==> src/rtl/alu_arbiter.sv <==
// alu_arbiter
//
// Shares one combinational ALU between two requesters. Port 0 is the EX-stage
// requester, port 1 an auxiliary unit (CSR, address generation, ...). A granted
// request is registered into a single issue stage that drives the ALU. On the
// next edge the ALU result is captured into a one-entry response buffer owned by
// the issuing port. Port 0 can be flushed, which drops both its in-flight issue
// and its buffered response.
//
// Parameters
//   FIXED_PRIO     0: round-robin between eligible ports, 1: port 0 always wins
//
// Ports
//   clk, rst_n                     clock, asynchronous active-low reset
//   flush0                         drop all port-0 work this cycle
//   reqN_valid / reqN_ready        request handshake, ready is the grant
//   reqN_op, reqN_a, reqN_b        ALU opcode and operands
//   rspN_valid / rspN_ready        response handshake
//   rspN_result, rspN_zero         buffered ALU result and zero flag
//   alu_op_out, alu_a_out,
//   alu_b_out                      issue register contents, to the ALU
//   alu_result_in, alu_zero_in     ALU outputs

module alu_arbiter #(
  parameter bit FIXED_PRIO = 1'b0
) (
  input  logic        clk,
  input  logic        rst_n,
  input  logic        flush0,

  input  logic        req0_valid,
  output logic        req0_ready,
  input  logic [4:0]  req0_op,
  input  logic [31:0] req0_a,
  input  logic [31:0] req0_b,

  input  logic        req1_valid,
  output logic        req1_ready,
  input  logic [4:0]  req1_op,
  input  logic [31:0] req1_a,
  input  logic [31:0] req1_b,

  output logic        rsp0_valid,
  input  logic        rsp0_ready,
  output logic [31:0] rsp0_result,
  output logic        rsp0_zero,

  output logic        rsp1_valid,
  input  logic        rsp1_ready,
  output logic [31:0] rsp1_result,
  output logic        rsp1_zero,

  output logic [4:0]  alu_op_out,
  output logic [31:0] alu_a_out,
  output logic [31:0] alu_b_out,
  input  logic [31:0] alu_result_in,
  input  logic        alu_zero_in
);

  // Issue stage
  logic        iss_valid_q, iss_valid_d;
  logic        iss_id_q,    iss_id_d;
  logic [4:0]  op_q,        op_d;
  logic [31:0] a_q,         a_d;
  logic [31:0] b_q,         b_d;

  // Round-robin pointer: names the port preferred on a tie
  logic        prio_q,      prio_d;

  // Response buffers
  logic        rsp0_valid_q,  rsp0_valid_d;
  logic [31:0] rsp0_result_q, rsp0_result_d;
  logic        rsp0_zero_q,   rsp0_zero_d;
  logic        rsp1_valid_q,  rsp1_valid_d;
  logic [31:0] rsp1_result_q, rsp1_result_d;
  logic        rsp1_zero_q,   rsp1_zero_d;

  // Arbitration
  logic elig0, elig1;
  logic cand0, cand1;
  logic gnt0,  gnt1;
  logic land0, land1;

  always_comb begin
    // A port with its own op in flight is blocked, which caps each port at one
    // op every two cycles. A full response buffer only blocks its port when the
    // consumer is not draining it this cycle, so drain and refill overlap.
    elig0 = !(iss_valid_q && !iss_id_q) && (!rsp0_valid_q || rsp0_ready) && !flush0;
    elig1 = !(iss_valid_q &&  iss_id_q) && (!rsp1_valid_q || rsp1_ready);

    cand0 = req0_valid && elig0;
    cand1 = req1_valid && elig1;

    gnt0  = cand0 && (!cand1 || FIXED_PRIO || !prio_q);
    gnt1  = cand1 && !gnt0;

    // The issued op completes this edge; a flushed port-0 op is discarded.
    land0 = iss_valid_q && !iss_id_q && !flush0;
    land1 = iss_valid_q &&  iss_id_q;
  end

  assign req0_ready = gnt0;
  assign req1_ready = gnt1;

  // Issue register and round-robin pointer
  always_comb begin
    iss_valid_d = gnt0 || gnt1;
    iss_id_d    = iss_id_q;
    op_d        = op_q;
    a_d         = a_q;
    b_d         = b_q;
    prio_d      = prio_q;
    if (gnt0) begin
      iss_id_d = 1'b0;
      op_d     = req0_op;
      a_d      = req0_a;
      b_d      = req0_b;
      prio_d   = 1'b1;
    end else if (gnt1) begin
      iss_id_d = 1'b1;
      op_d     = req1_op;
      a_d      = req1_a;
      b_d      = req1_b;
      prio_d   = 1'b0;
    end
  end

  // Response buffers: a landing result takes precedence over a drain, so the
  // buffer refills without a bubble. Flush beats a landing port-0 result.
  always_comb begin
    rsp0_valid_d  = rsp0_valid_q;
    rsp0_result_d = rsp0_result_q;
    rsp0_zero_d   = rsp0_zero_q;
    if (flush0) begin
      rsp0_valid_d = 1'b0;
    end else if (land0) begin
      rsp0_valid_d  = 1'b1;
      rsp0_result_d = alu_result_in;
      rsp0_zero_d   = alu_zero_in;
    end else if (rsp0_ready) begin
      rsp0_valid_d = 1'b0;
    end

    rsp1_valid_d  = rsp1_valid_q;
    rsp1_result_d = rsp1_result_q;
    rsp1_zero_d   = rsp1_zero_q;
    if (land1) begin
      rsp1_valid_d  = 1'b1;
      rsp1_result_d = alu_result_in;
      rsp1_zero_d   = alu_zero_in;
    end else if (rsp1_ready) begin
      rsp1_valid_d = 1'b0;
    end
  end

  always_ff @(posedge clk or negedge rst_n) begin
    if (!rst_n) begin
      iss_valid_q   <= 1'b0;
      iss_id_q      <= 1'b0;
      op_q          <= '0;
      a_q           <= '0;
      b_q           <= '0;
      prio_q        <= 1'b0;
      rsp0_valid_q  <= 1'b0;
      rsp0_result_q <= '0;
      rsp0_zero_q   <= 1'b0;
      rsp1_valid_q  <= 1'b0;
      rsp1_result_q <= '0;
      rsp1_zero_q   <= 1'b0;
    end else begin
      iss_valid_q   <= iss_valid_d;
      iss_id_q      <= iss_id_d;
      op_q          <= op_d;
      a_q           <= a_d;
      b_q           <= b_d;
      prio_q        <= prio_d;
      rsp0_valid_q  <= rsp0_valid_d;
      rsp0_result_q <= rsp0_result_d;
      rsp0_zero_q   <= rsp0_zero_d;
      rsp1_valid_q  <= rsp1_valid_d;
      rsp1_result_q <= rsp1_result_d;
      rsp1_zero_q   <= rsp1_zero_d;
    end
  end

  assign alu_op_out  = op_q;
  assign alu_a_out   = a_q;
  assign alu_b_out   = b_q;

  assign rsp0_valid  = rsp0_valid_q;
  assign rsp0_result = rsp0_result_q;
  assign rsp0_zero   = rsp0_zero_q;
  assign rsp1_valid  = rsp1_valid_q;
  assign rsp1_result = rsp1_result_q;
  assign rsp1_zero   = rsp1_zero_q;

  // Structural invariants of the arbiter
  a_one_grant: assert property (@(posedge clk) disable iff (!rst_n)
    !(req0_ready && req1_ready));
  a_no_self_grant0: assert property (@(posedge clk) disable iff (!rst_n)
    !(req0_ready && iss_valid_q && !iss_id_q));
  a_no_self_grant1: assert property (@(posedge clk) disable iff (!rst_n)
    !(req1_ready && iss_valid_q && iss_id_q));
  a_flush_blocks0: assert property (@(posedge clk) disable iff (!rst_n)
    !(req0_ready && flush0));

endmodule
==> config.mk <==
export PLATFORM = sky130hd
export DESIGN_NAME = alu_arbiter
export DESIGN_NICKNAME = d
export VERILOG_FILES = /design/src/rtl/alu_arbiter.sv
export SDC_FILE = /design/constraint.sdc
export NUM_CORES = 1
export LEC_CHECK = 0
export ABC_AREA = 1
export BUFFER_PORTS_ARGS = -buffer_cell sky130_fd_sc_hd__buf_2
export CAP_MARGIN = 20
export CORE_ASPECT_RATIO = 0.7
export CORE_MARGIN = 5
export CORE_UTILIZATION = 35
export DETAILED_ROUTE_END_ITERATION = 12
export GPL_ROUTABILITY_DRIVEN = 0
export PLACE_DENSITY = 0.7
export SETUP_SLACK_MARGIN = 0.2
export SLEW_MARGIN = 10
export SYNTH_ARGS = -nofsm -noshare
export SYNTH_HDL_FRONTEND = slang
export SYNTH_SLANG_ARGS = --single-unit
==> constraint.sdc <==
create_clock -name clk -period 1.3 [get_ports clk]
set_clock_uncertainty 0.05 [all_clocks]
set_input_delay 0.195 -clock clk [delete_from_list [all_inputs] [get_ports clk]]
set_output_delay 0.195 -clock clk [all_outputs]
set_load 0.005 [all_outputs]
==> results of run 1 <==
[state kept, by name, indices dropped and copies added (netlist names)]
name         count
alu_a_out       32
alu_b_out       32
alu_op_out       5
iss_id_q         1
iss_valid_q      1
prio_q           1
rsp0_result     32
rsp0_valid       1
rsp0_zero        1
rsp1_result     32
rsp1_valid       1
rsp1_zero        1
[worst max-delay path, delay by kind of cell, from the launching register on]
family	cells	cell delay (ps)
buf+inv	3	250
flops	1	430
simple gates	4	410
[per-stage QoR]
step | cell area (um2) | cells | utilization [%] | hold WS (ps)
after global placement | 7980 | 1180 | 48.5 | 54.6
after CTS | 10800 | 1424 | 65.8 | 1.16
final | 12800 | 1496 | 78.1 | 68.8
after floorplan | 5990 | 658 | - | -151
after detailed placement | 7980 | 1180 | 48.5 | 48.6
after global routing | 12800 | 1496 | 78.1 | 59.9
[layer usage]
metal  GRT usage [%]  vias up  routed length, um  share of wire, %
li1                -     3408                  -                 -
met1            31.5     3801              11600                36
met2            41.1      622              15400                48
met3            8.32      135               3460                11
met4            12.7        0               1570               4.9
met5               0        -                  0                 0
[final cells by class]
| type | count | area share (%) |
|---|---|---|
| repair buffers | 620 | 40.1 |
| flip-flops and latches | 140 | 27.3 |
| multi-input cells | 427 | 24.5 |
| clock buffers | 19 | 3.45 |
| well taps | 225 | 2.19 |
| inverters | 42 | 1.27 |
| clock inverters | 13 | 1.01 |
| diodes | 10 | 0.195 |
[cell usage in the layout, fill, tap and decap left out]
cell type	instances
clkinv_2	2
a21oi_1	1
dfrtp_1	140
or2_4	1
buf_16	12
o21ai_2	24
clkbuf_8	1
nand2_1	107
nand3_2	85
nor2_1	1
inv_2	1
buf_4	71
inv_6	6
nand3_1	87
nor2_4	2
buf_2	311
dlygate4sd3_1	172
inv_1	39
bufinv_16	1
buf_8	3
nand3_4	37
clkbuf_16	31
buf_12	22
clkinvlp_4	2
diode_2	10
o21ai_0	33
inv_8	2
buf_6	15
nand4_4	1
o21ai_1	10
inv_4	2
nand2_4	18
nand2_2	20
clkbuf_1	1
[cell usage after synthesis]
library cell,number,share of area (%)
buf_1,2,0.13
buf_2,30,2.5
inv_2,2,0.13
nor2_4,1,0.19
nand4_2,1,0.21
inv_1,40,2.5
or2_1,1,0.11
a21oi_1,1,0.084
nand3_1,209,18
clkbuf_1,10,0.63
nand2_2,3,0.32
nand2_1,141,8.9
buf_6,7,1.3
nor2_1,2,0.13
dfrtp_1,140,59
o21ai_0,37,3.1
nand2_4,1,0.19
o21ai_1,30,2.5
[worst max-delay path by stage]
stage,cells past startpoint,to
final,7,req1_ready
after global routing,7,req1_ready
after CTS,7,req1_ready
after detailed placement,7,alu_a_out[16]
after global placement,5,alu_a_out[9]
after floorplan,7,rsp0_result[11]
[power groups by stage]
stage	clock network [mW]	logic (mW)	registers, mW
global placement	0	7.42	7.64
global route	5.06	14.0	8.09
detailed placement	0	7.58	7.64
floorplan	0	3.40	7.81
finish	4.83	13.1	7.92
CTS	4.87	9.10	7.61
[kinds of logic (layout without fill, tap and decap cells)]
kind of cell	after synthesis	after routing
simple gates	359	359
flops	140	140
buf+inv	91	694
compound gates	68	68
other cells	0	10
[what timing repair did]
item / CTS / global route
setup endpoints to repair: 278 / 278
hold buffers: 172 / 0
gates cloned: 9 / 19
endpoints found under the hold margin: 253 / 0
gates resized for setup: 14 / 261
buffers inserted: 31 / 43
pin swaps: 6 / 77
==> reports/results.ini, run 1 <==
[global_route]
grt.total_usage_pct=25.8
antenna_found_initial=10
grt_pass1_wl_um=39800
grt_pass1_vias=7430
grt_overflow=0
grt_max_degree=68

[finish]
nets=1426
syn_to_final_growth_pct=117
multiInputGateArea_mm2=0.00315
drive_above_1_share_pct=53.1
fillers=944
seq_area_mm2=0.00350

[floorplan]
core_region_area_mm2=0.0164
die_area_mm2=0.0197
dieWidth_um=165
start_util_pct=36.0
die_h_um=119
ios=317
rows=39

[clocking]
cts_root_buffer=clkbuf_16
cts_made_buffers=17
cts.sinks=140
cts_max_level=4
insertion_delay_ps=420
clockBufferDepth=2
clk_transition_reported_paths_ps=60
cts_tree=yes

[timing]
tightest_slew_ps=629
period_needed_ps=1750
tns_ps=-36290
rsz0062_at_grt=yes
slew_viol_final=0
timing.final.ws_setup_ps=-450
finalHoldViolCount=0
fmaxAchievable_mhz=571
maxSlewHeadroom_pct=58.1
post-route-period-util_pct=135
finalSetupViolCount=141

[hold_path]
holdPathEnd=alu_a_out[21]
hold_path.class=input pin to flop
min-delay-start=req0_a[21]
hold_depth=3

[power_and_ir_drop]
peakVddDrop_v=0.000987
p_total_mw=25.8
pwr-share-seq_pct=30.7
switchingPower_mw=9.97
p_clk_share_pct=18.7
intPower_mw=15.9
leakage_nw=6.54
power_frac_comb_pct=50.6
power_density_mw_per_mm2=2010
switching_share_pct=38.6

[worst_setup_path]
critPathKind=flop to output pin
start_kind=flop
slowest_delay_ps=430
end_kind=output pin
crit_required_ps=1050
reg2reg_slack_ps=-380
cp_cell_sequence=nand2_2, nand3_4, nand2_4, inv_4, buf_12, nor2_4, buf_6
setup.worst_path.start=iss_valid_q
timing.rr.start=iss_valid_q
crit_arrival_ps=1510
cp_slowest_cell=dfrtp_1
crit_path_max_fanout=3
timing.rr.end=alu_a_out[31]
reg2reg_depth=9

[synth]
synth_top_family_by_area=simple AND/OR/NAND/NOR gates
synth_compound_area_share_pct=5.75
synth_area_mm2=0.00592
synth_seq_cells=140
synth_fa_ha_area_share_pct=0
yosys.area_share.xor_xnor_pct=0
postSynthCellCount=658
synth.distinct_cells=18
yosys_warnings=0
yosys.area_share.simple_pct=27.8
syn_nets=836
avgSynthCellArea_um2=8.99
muxShareOfSynthArea_pct=0
synth-seq-area-share_pct=59.2

[placement]
post-place-ws_ps=-160
io_buffer_count=316
hpwl_um=14800

[routing]
dr_total_vias=7966
wl_per_cell_um=21.4
drc=0
drtIter0Drc=846
dr.pass1.iters=5
antenna_left=0
vias_per_cell=5.32
drt-total-wl_um=32000

[outcome]
violations=negative setup slack
status=finished, violations left

[flow_run]
maxCapViolCount=0

Power figures use the tool's default switching activity.
==> inputs of run 2 (changes only) <==
--- a/config.mk
+++ b/config.mk
@@ -13,6 +13,7 @@
 export CORE_UTILIZATION = 35
 export DETAILED_ROUTE_END_ITERATION = 12
 export GPL_ROUTABILITY_DRIVEN = 0
+export HOLD_SLACK_MARGIN = 0.05
 export PLACE_DENSITY = 0.7
 export SETUP_SLACK_MARGIN = 0.2
 export SLEW_MARGIN = 10
==> constraint.sdc (replaced) <==
create_clock -name clk -period 1.3 [get_ports clk]
set_clock_uncertainty 0.05 [all_clocks]
set_input_delay 0.26 -clock clk [delete_from_list [all_inputs] [get_ports clk]]
set_output_delay 0.26 -clock clk [all_outputs]
set_load 0.005 [all_outputs]
==> run 2 against run 1 <==
Highest routed layer unchanged. Worst hold slack worse by 12 ps. Count of clock-buffer cells in the layout down 1. Register-to-register slack about the same. Sequential power down 2%. Global-route usage down 1.9 points. Clock power about the same. Sequential share of layout area up 5.2 points. Maximum frequency down 4.5%. Final cell count down 4.4%. The flow still finishes with violations (negative setup slack). Power down 13%. Largest cell class unchanged. Critical path depth unchanged.
==> reports/results.ini, run 2 (synthesis results as in run 1) <==
[outcome]
status=finished, violations left
violations=negative setup slack

[routing]
dr.pass1.iters=6  ; +1
drtIter0Drc=772  ; -8.7%
drc=0  ; unchanged
drt-total-wl_um=26700  ; -17%
antenna_left=0  ; unchanged
wl_per_cell_um=18.7  ; -13%
dr_total_vias=7266  ; -8.8%
vias_per_cell=5.08  ; -4.6%

[hold_path]
hold_path.class=input pin to flop

[finish]
drive_above_1_share_pct=39.4  ; -14 points
final_common_cell=buf_2
syn_to_final_growth_pct=82.3
fillers=1222  ; +29%
nets=1367  ; -4.1%
fin_util_pct=65.6  ; -13 points
layout_common_cells=307 x buf_2, 207 x nand3_1, 144 x dlygate4sd3_1
fin_area_mm2=0.0108  ; -16%

[worst_setup_path]
crit_arrival_ps=1520  ; about the same
slowest_delay_ps=400  ; -30 ps
end_kind=output pin
start_kind=flop
crit_required_ps=990  ; -60 ps
crit_path_max_fanout=4  ; +1
cp_slowest_cell=dfrtp_1
cp_cell_sequence=nand2_2, nand3_2, nand2_4, inv_2, buf_12, nor2_4, buf_2
critPathKind=flop to output pin

[timing]
timing.final.ws_setup_ps=-532  ; -81.8 ps
tns_ps=-27220  ; +9070 ps
finalHoldViolCount=0  ; unchanged
tightest_slew_ps=397  ; -233 ps
whs_ps=57.1  ; -11.7 ps
maxSlewHeadroom_pct=73.6  ; +16 points
post-route-period-util_pct=141  ; +6.3 points
period_needed_ps=1830  ; +81.8 ps
slew_viol_final=0  ; unchanged
fmaxAchievable_mhz=546  ; -4.5%
rsz0062_at_grt=yes
finalSetupViolCount=108  ; -23%

[global_route]
grt_max_degree=41  ; -40%
grt_overflow=0  ; unchanged
grt_pass1_wl_um=37300  ; -6.4%
grt_pass1_vias=7151  ; -3.8%
grt.total_usage_pct=23.9  ; -1.9 points
antenna_found_initial=3  ; -7

[floorplan]
die_h_um=119  ; unchanged
dieWidth_um=165  ; unchanged
die_area_mm2=0.0197  ; unchanged
core_region_area_mm2=0.0164  ; unchanged
rows=39  ; unchanged
ios=317  ; unchanged
start_util_pct=36.0  ; unchanged

[clocking]
cts.sinks=140  ; unchanged
cts_max_level=4  ; unchanged
clk_transition_reported_paths_ps=60  ; about the same
clockBufferDepth=2  ; unchanged
insertion_delay_ps=410  ; about the same
cts_made_buffers=17  ; unchanged
cts_root_buffer=clkbuf_16
cts_tree=yes

[placement]
io_buffer_count=316  ; unchanged
hpwl_um=15000  ; +0.94%
post-place-ws_ps=-281  ; -121 ps
dpl_cell_area_mm2=0.00791  ; -0.85%

[flow_run]
maxCapViolCount=0  ; unchanged

[power_and_ir_drop]
leakage_nw=5.66  ; -13%
power_density_mw_per_mm2=2080  ; +3.4%
peakVddDrop_v=0.00100  ; +1.7%

[run 2: cell count changes in the layout (fill, tap and decap cells not counted), moves of 16 or more]
cell and change:
nand2_1 +31, nand3_1 +120, nand3_4 -37, dlygate4sd3_1 -28, o21ai_1 +16, nand3_2 -83, nand2_4 -17
[run 2: worst paths after layout]
path | startpoint | to | slack, ps | cells past startpoint
worst max-delay path | iss_valid_q | req1_ready | -530 | 7
worst min-delay path | req0_b[29] | alu_b_out[29] | 60 | 3
worst max register to register | iss_id_q | alu_b_out[7] | -390 | 10
worst min register to register | rsp1_result[15] | rsp1_result[15] | 440 | 2
max in group asynchronous | rst_n | alu_a_out[31] | 420 | 3
min in group asynchronous | rst_n | rsp0_result[27] | 270 | 2
[run 2: layout make-up]
class | count | area [um2] | share of cell area [%]
Antenna cell | 3 | 7.51 | 0.0696
Timing Repair Buffer | 560 | 4180 | 38.7
Clock buffer | 18 | 429 | 3.98
Inverter | 42 | 160 | 1.48
Tap cell | 225 | 282 | 2.61
Multi-Input combinational cell | 428 | 2080 | 19.2
Sequential cell | 140 | 3500 | 32.5
Clock inverter | 14 | 151 | 1.40
[run 2: what timing repair did]
action / in CTS / in global routing
resized for setup: 24 / 23
setup buffers: 7 / 45
setup endpoints to repair: 268 / 278
endpoints found under the hold margin: 210 / 0
cloned: 1 / 12
hold buffers: 144 / 0
pin swaps: 7 / 4
[run 2: per-layer routing]
layer | GRT usage [%] | vias up | part of all wire [%]
li1 | - | 3275 | -
met1 | 30.0 | 3417 | 39
met2 | 38.0 | 493 | 46
met3 | 7.55 | 81 | 11
met4 | 10.1 | 0 | 3.7
met5 | 0 | - | 0
[run 2: power breakdown]
part	leakage, nW	total [mW]	internal (mW)	switching, mW
sequential	1.71	7.76	6.48	1.28
clock	0.280	4.80	2.72	2.08
combinational	3.67	9.86	4.90	4.96
total	5.66	22.4	14.1	8.32
[run 2: worst max-delay path: cells and delay by family (launching register included)]
kind                   cells  cell delay (ps)
buffers and inverters      3              280
flip-flops                 1              400
AND/OR/NAND/NOR            4              430
[run 2: per-stage QoR]
stage               cells  total power, mW
finish               1430             22.4
global route         1430             23.8
CTS                  1370             20.7
detailed placement   1186             15.1
global placement     1186             14.9
floorplan             658             11.2
==> inputs of run 3 (changes only) <==
--- a/config.mk
+++ b/config.mk
@@ -5,7 +5,6 @@
 export SDC_FILE = /design/constraint.sdc
 export NUM_CORES = 1
 export LEC_CHECK = 0
-export ABC_AREA = 1
 export BUFFER_PORTS_ARGS = -buffer_cell sky130_fd_sc_hd__buf_2
 export CAP_MARGIN = 20
 export CORE_ASPECT_RATIO = 0.7
@@ -14,7 +13,7 @@
 export DETAILED_ROUTE_END_ITERATION = 12
 export GPL_ROUTABILITY_DRIVEN = 0
 export HOLD_SLACK_MARGIN = 0.05
-export PLACE_DENSITY = 0.7
+export PLACE_DENSITY = 0.71
 export SETUP_SLACK_MARGIN = 0.2
 export SLEW_MARGIN = 10
 export SYNTH_ARGS = -nofsm -noshare
==> run 3 against run 2 <==
Largest cell class unchanged. Final area rose by 3.9%. Synthesized area fell by 0.53%. Highest routed layer is now met5. Sequential power barely moved. Largest power group unchanged. Global-route usage rose by 0.90 points. Setup slack got worse by 140 ps. Maximum frequency fell by 7.1%. Power rose by 12%. Final cell count fell by 13%. Clock power rose by 1%. Via count fell by 12%. The flow still finishes with violations (negative setup slack). Wire length rose by 1.6%. Register-to-register slack got worse by 230 ps.
==> reports/results.ini, run 3 <==
[finish]
fin_area_mm2=0.0112  ; +3.9%
layout_common_cells=312 x buf_2, 140 x dfrtp_1, 95 x nand2_1
syn_to_final_growth_pct=90.4
nets=1176  ; -14%
final_common_cell=buf_2
drive_above_1_share_pct=54.4  ; +15 points

[power_and_ir_drop]
intPower_mw=16.6  ; +18%
switchingPower_mw=8.42  ; +1.2%
power_frac_comb_pct=49.7  ; +5.7 points
power_density_mw_per_mm2=2230  ; +7.3%
leakage_nw=5.48  ; -3.1%
switching_share_pct=33.7  ; -3.4 points
p_clk_share_pct=19.4  ; -2.0 points
peakVddDrop_v=0.00110  ; +9.7%
pwr-share-seq_pct=30.9  ; -3.7 points

[timing]
post-route-period-util_pct=152  ; +11 points
whs_ps=68.9  ; +11.9 ps
period_needed_ps=1970  ; +140 ps
tightest_slew_ps=311  ; -85.7 ps
finalHoldViolCount=0  ; unchanged
maxSlewHeadroom_pct=79.3  ; +5.7 points
finalSetupViolCount=126  ; +17%
timing.final.ws_setup_ps=-672  ; -140 ps
slew_viol_final=0  ; unchanged
rsz0062_at_grt=yes
tns_ps=-57000  ; -29780 ps
fmaxAchievable_mhz=507  ; -7.1%

[worst_setup_path]
cp_slowest_cell=dfrtp_1
end_kind=output pin
critPathKind=flop to output pin
cp_cell_sequence=buf_4, and2_4, nor3_4, or2_4, inv_2, buf_2
reg2reg_depth=8  ; -2
reg2reg_slack_ps=-620  ; -230 ps
slowest_delay_ps=410  ; about the same
crit_arrival_ps=1660  ; +140 ps
crit_required_ps=990  ; about the same
crit_path_max_fanout=3  ; -1
start_kind=flop

[floorplan]
ios=317  ; unchanged
core_region_area_mm2=0.0164  ; -0.30%
rows=39  ; unchanged
start_util_pct=35.9  ; -0.084 points
dieWidth_um=165  ; -0.25%
die_area_mm2=0.0196  ; -0.49%
die_h_um=119  ; -0.24%

[global_route]
antenna_found_initial=6  ; +3
grt_pass1_wl_um=37200  ; about the same
grt_overflow=0  ; unchanged
grt_pass1_vias=6549  ; -8.4%
grt_max_degree=40  ; -2.4%
grt.total_usage_pct=24.8  ; +0.90 points

[placement]
io_buffer_count=316  ; unchanged
hpwl_um=14200  ; -5.2%
dpl_cell_area_mm2=0.00794  ; +0.36%

[synth]
async_flop_share_pct=100  ; unchanged
yosys_warnings=0  ; unchanged
yosysTopAreaCell=dfrtp_1
synth_area_mm2=0.00589  ; -0.53%
synth_common_cells=140 x dfrtp_1, 103 x nand2_1, 69 x o221a_1
syn_nets=648  ; -22%
avgSynthCellArea_um2=12.5  ; +39%
synth_flop_cell=dfrtp_1
synth_seq_cells=140  ; unchanged
yosys-top-cells-area=dfrtp_1 60%, o221a_1 13%, nand3b_1 8.3%
synth_most_common_cell=dfrtp_1
postSynthCellCount=470  ; -29%
synth_edf_count=0  ; unchanged
synth-seq-area-share_pct=59.5  ; +0.31 points
yosysTopAreaCellShare_pct=59.5  ; +0.31 points
synth.distinct_cells=24  ; +6

[flow_run]
maxCapViolCount=0  ; unchanged

[outcome]
status=finished, violations left
violations=negative setup slack

[routing]
antenna_left=0  ; unchanged
drt-total-wl_um=27100  ; +1.6%
drc=0  ; unchanged
dr_total_vias=6411  ; -12%
drtIter0Drc=581  ; -25%
dr.pass1.iters=5  ; -1
wl_per_cell_um=21.9  ; +17%
vias_per_cell=5.18  ; +1.9%

[hold_path]
hold_depth=2  ; -1
hold_path.class=input pin to flop

[clocking]
cts.sinks=140  ; unchanged
cts_max_level=4  ; unchanged
insertion_delay_ps=410  ; about the same
clockBufferDepth=2  ; unchanged
cts_root_buffer=clkbuf_16
cts_made_buffers=17  ; unchanged
cts_tree=yes
clk_transition_reported_paths_ps=70  ; about the same

==> run 3: cell types whose count changed in the layout (fill, tap and decap cells not counted), sizes merged, moves of 2 or more <==
cell,delta
nand3b,+65
o221a,+69
or3,+5
nand2b,+2
nand2,-42
clkinv,+2
dlygate4sd3,-60
o21ai,-67
buf,+46
mux2,+33
inv,-42
nand3,-209
==> run 3: cell type report <==
| type | instances | area, um2 |
|---|---|---|
| clock inverters | 15 | 158 |
| repair buffers | 548 | 4460 |
| well taps | 225 | 282 |
| inverters | 2 | 7.51 |
| diodes | 2 | 5.00 |
| multi-input cells | 289 | 2360 |
| clock buffers | 17 | 425 |
| fillers | 1115 | 5190 |
| flip-flops and latches | 140 | 3500 |
==> run 3: cells by family (layout without fill, tap and decap cells) <==
logic type / count (synthesis) / count (layout) / share of synthesized area [%]
AND/OR/NAND/NOR: 183 / 183 / 16.6
AO/OA/AOI/OAI: 73 / 73 / 13.7
buffers and inverters: 41 / 582 / 3.91
flip-flops: 140 / 140 / 59.5
multiplexers: 33 / 33 / 6.31
other: 0 / 2 / 0
==> run 3: per-stage QoR <==
| stage | utilization [%] | instances | setup slack [ps] | total power [mW] |
|---|---|---|---|---|
| after detailed placement | 48.4 | 1003 | -419 | 15.3 |
| after global placement | 48.4 | 1003 | -399 | 15.1 |
| after CTS | 64.1 | 1178 | -692 | 23.0 |
| final | 68.4 | 1238 | -672 | 25.0 |
| after floorplan | - | 470 | -251 | 11.5 |
| after global routing | 68.4 | 1238 | -771 | 26.3 |
==> run 3: critical path: cells and delay by family (launching register included) <==
kind	cells	cell delay [ps]
and+or+nand+nor	3	520
DFF	1	410
buffers and inverters	3	300
==> run 3: power by group through the flow <==
stage | combinational (mW) | sequential (mW) | clock [mW]
2_1_floorplan | 3.78 | 7.72 | 0
3_3_place_gp | 7.54 | 7.59 | 0
3_5_place_dp | 7.75 | 7.58 | 0
4_1_cts | 10.5 | 7.59 | 4.91
5_1_grt | 13.3 | 7.93 | 5.11
6_report | 12.4 | 7.73 | 4.86
==> run 3: repair_timing <==
item                                    CTS  global route
gates resized for setup                  86            26
hold endpoints to repair                246             4
endpoints found under the setup margin  278           278
pin swaps                                15            15
hold buffers                             80             4
setup buffers                            45            43
gates cloned                             18            11
==> run 3: path summary, 6_finish.rpt <==
path / startpoint / endpoint
min reg2reg: rsp1_result[5] / rsp1_result[5]
max in group asynchronous: rst_n / alu_b_out[2]
max reg2reg: rsp0_valid / alu_b_out[14]
min: req0_b[18] / alu_b_out[18]
max: iss_valid_q / req0_ready
min in group asynchronous: rst_n / rsp0_result[11]
==> run 3: per-layer routing <==
metal / global-route usage (%) / wire [um]
met2: 40.4 / 13700
met3: 8.32 / 2560
met4: 8.68 / 646
met5: 0 / 46
met1: 30.7 / 10200
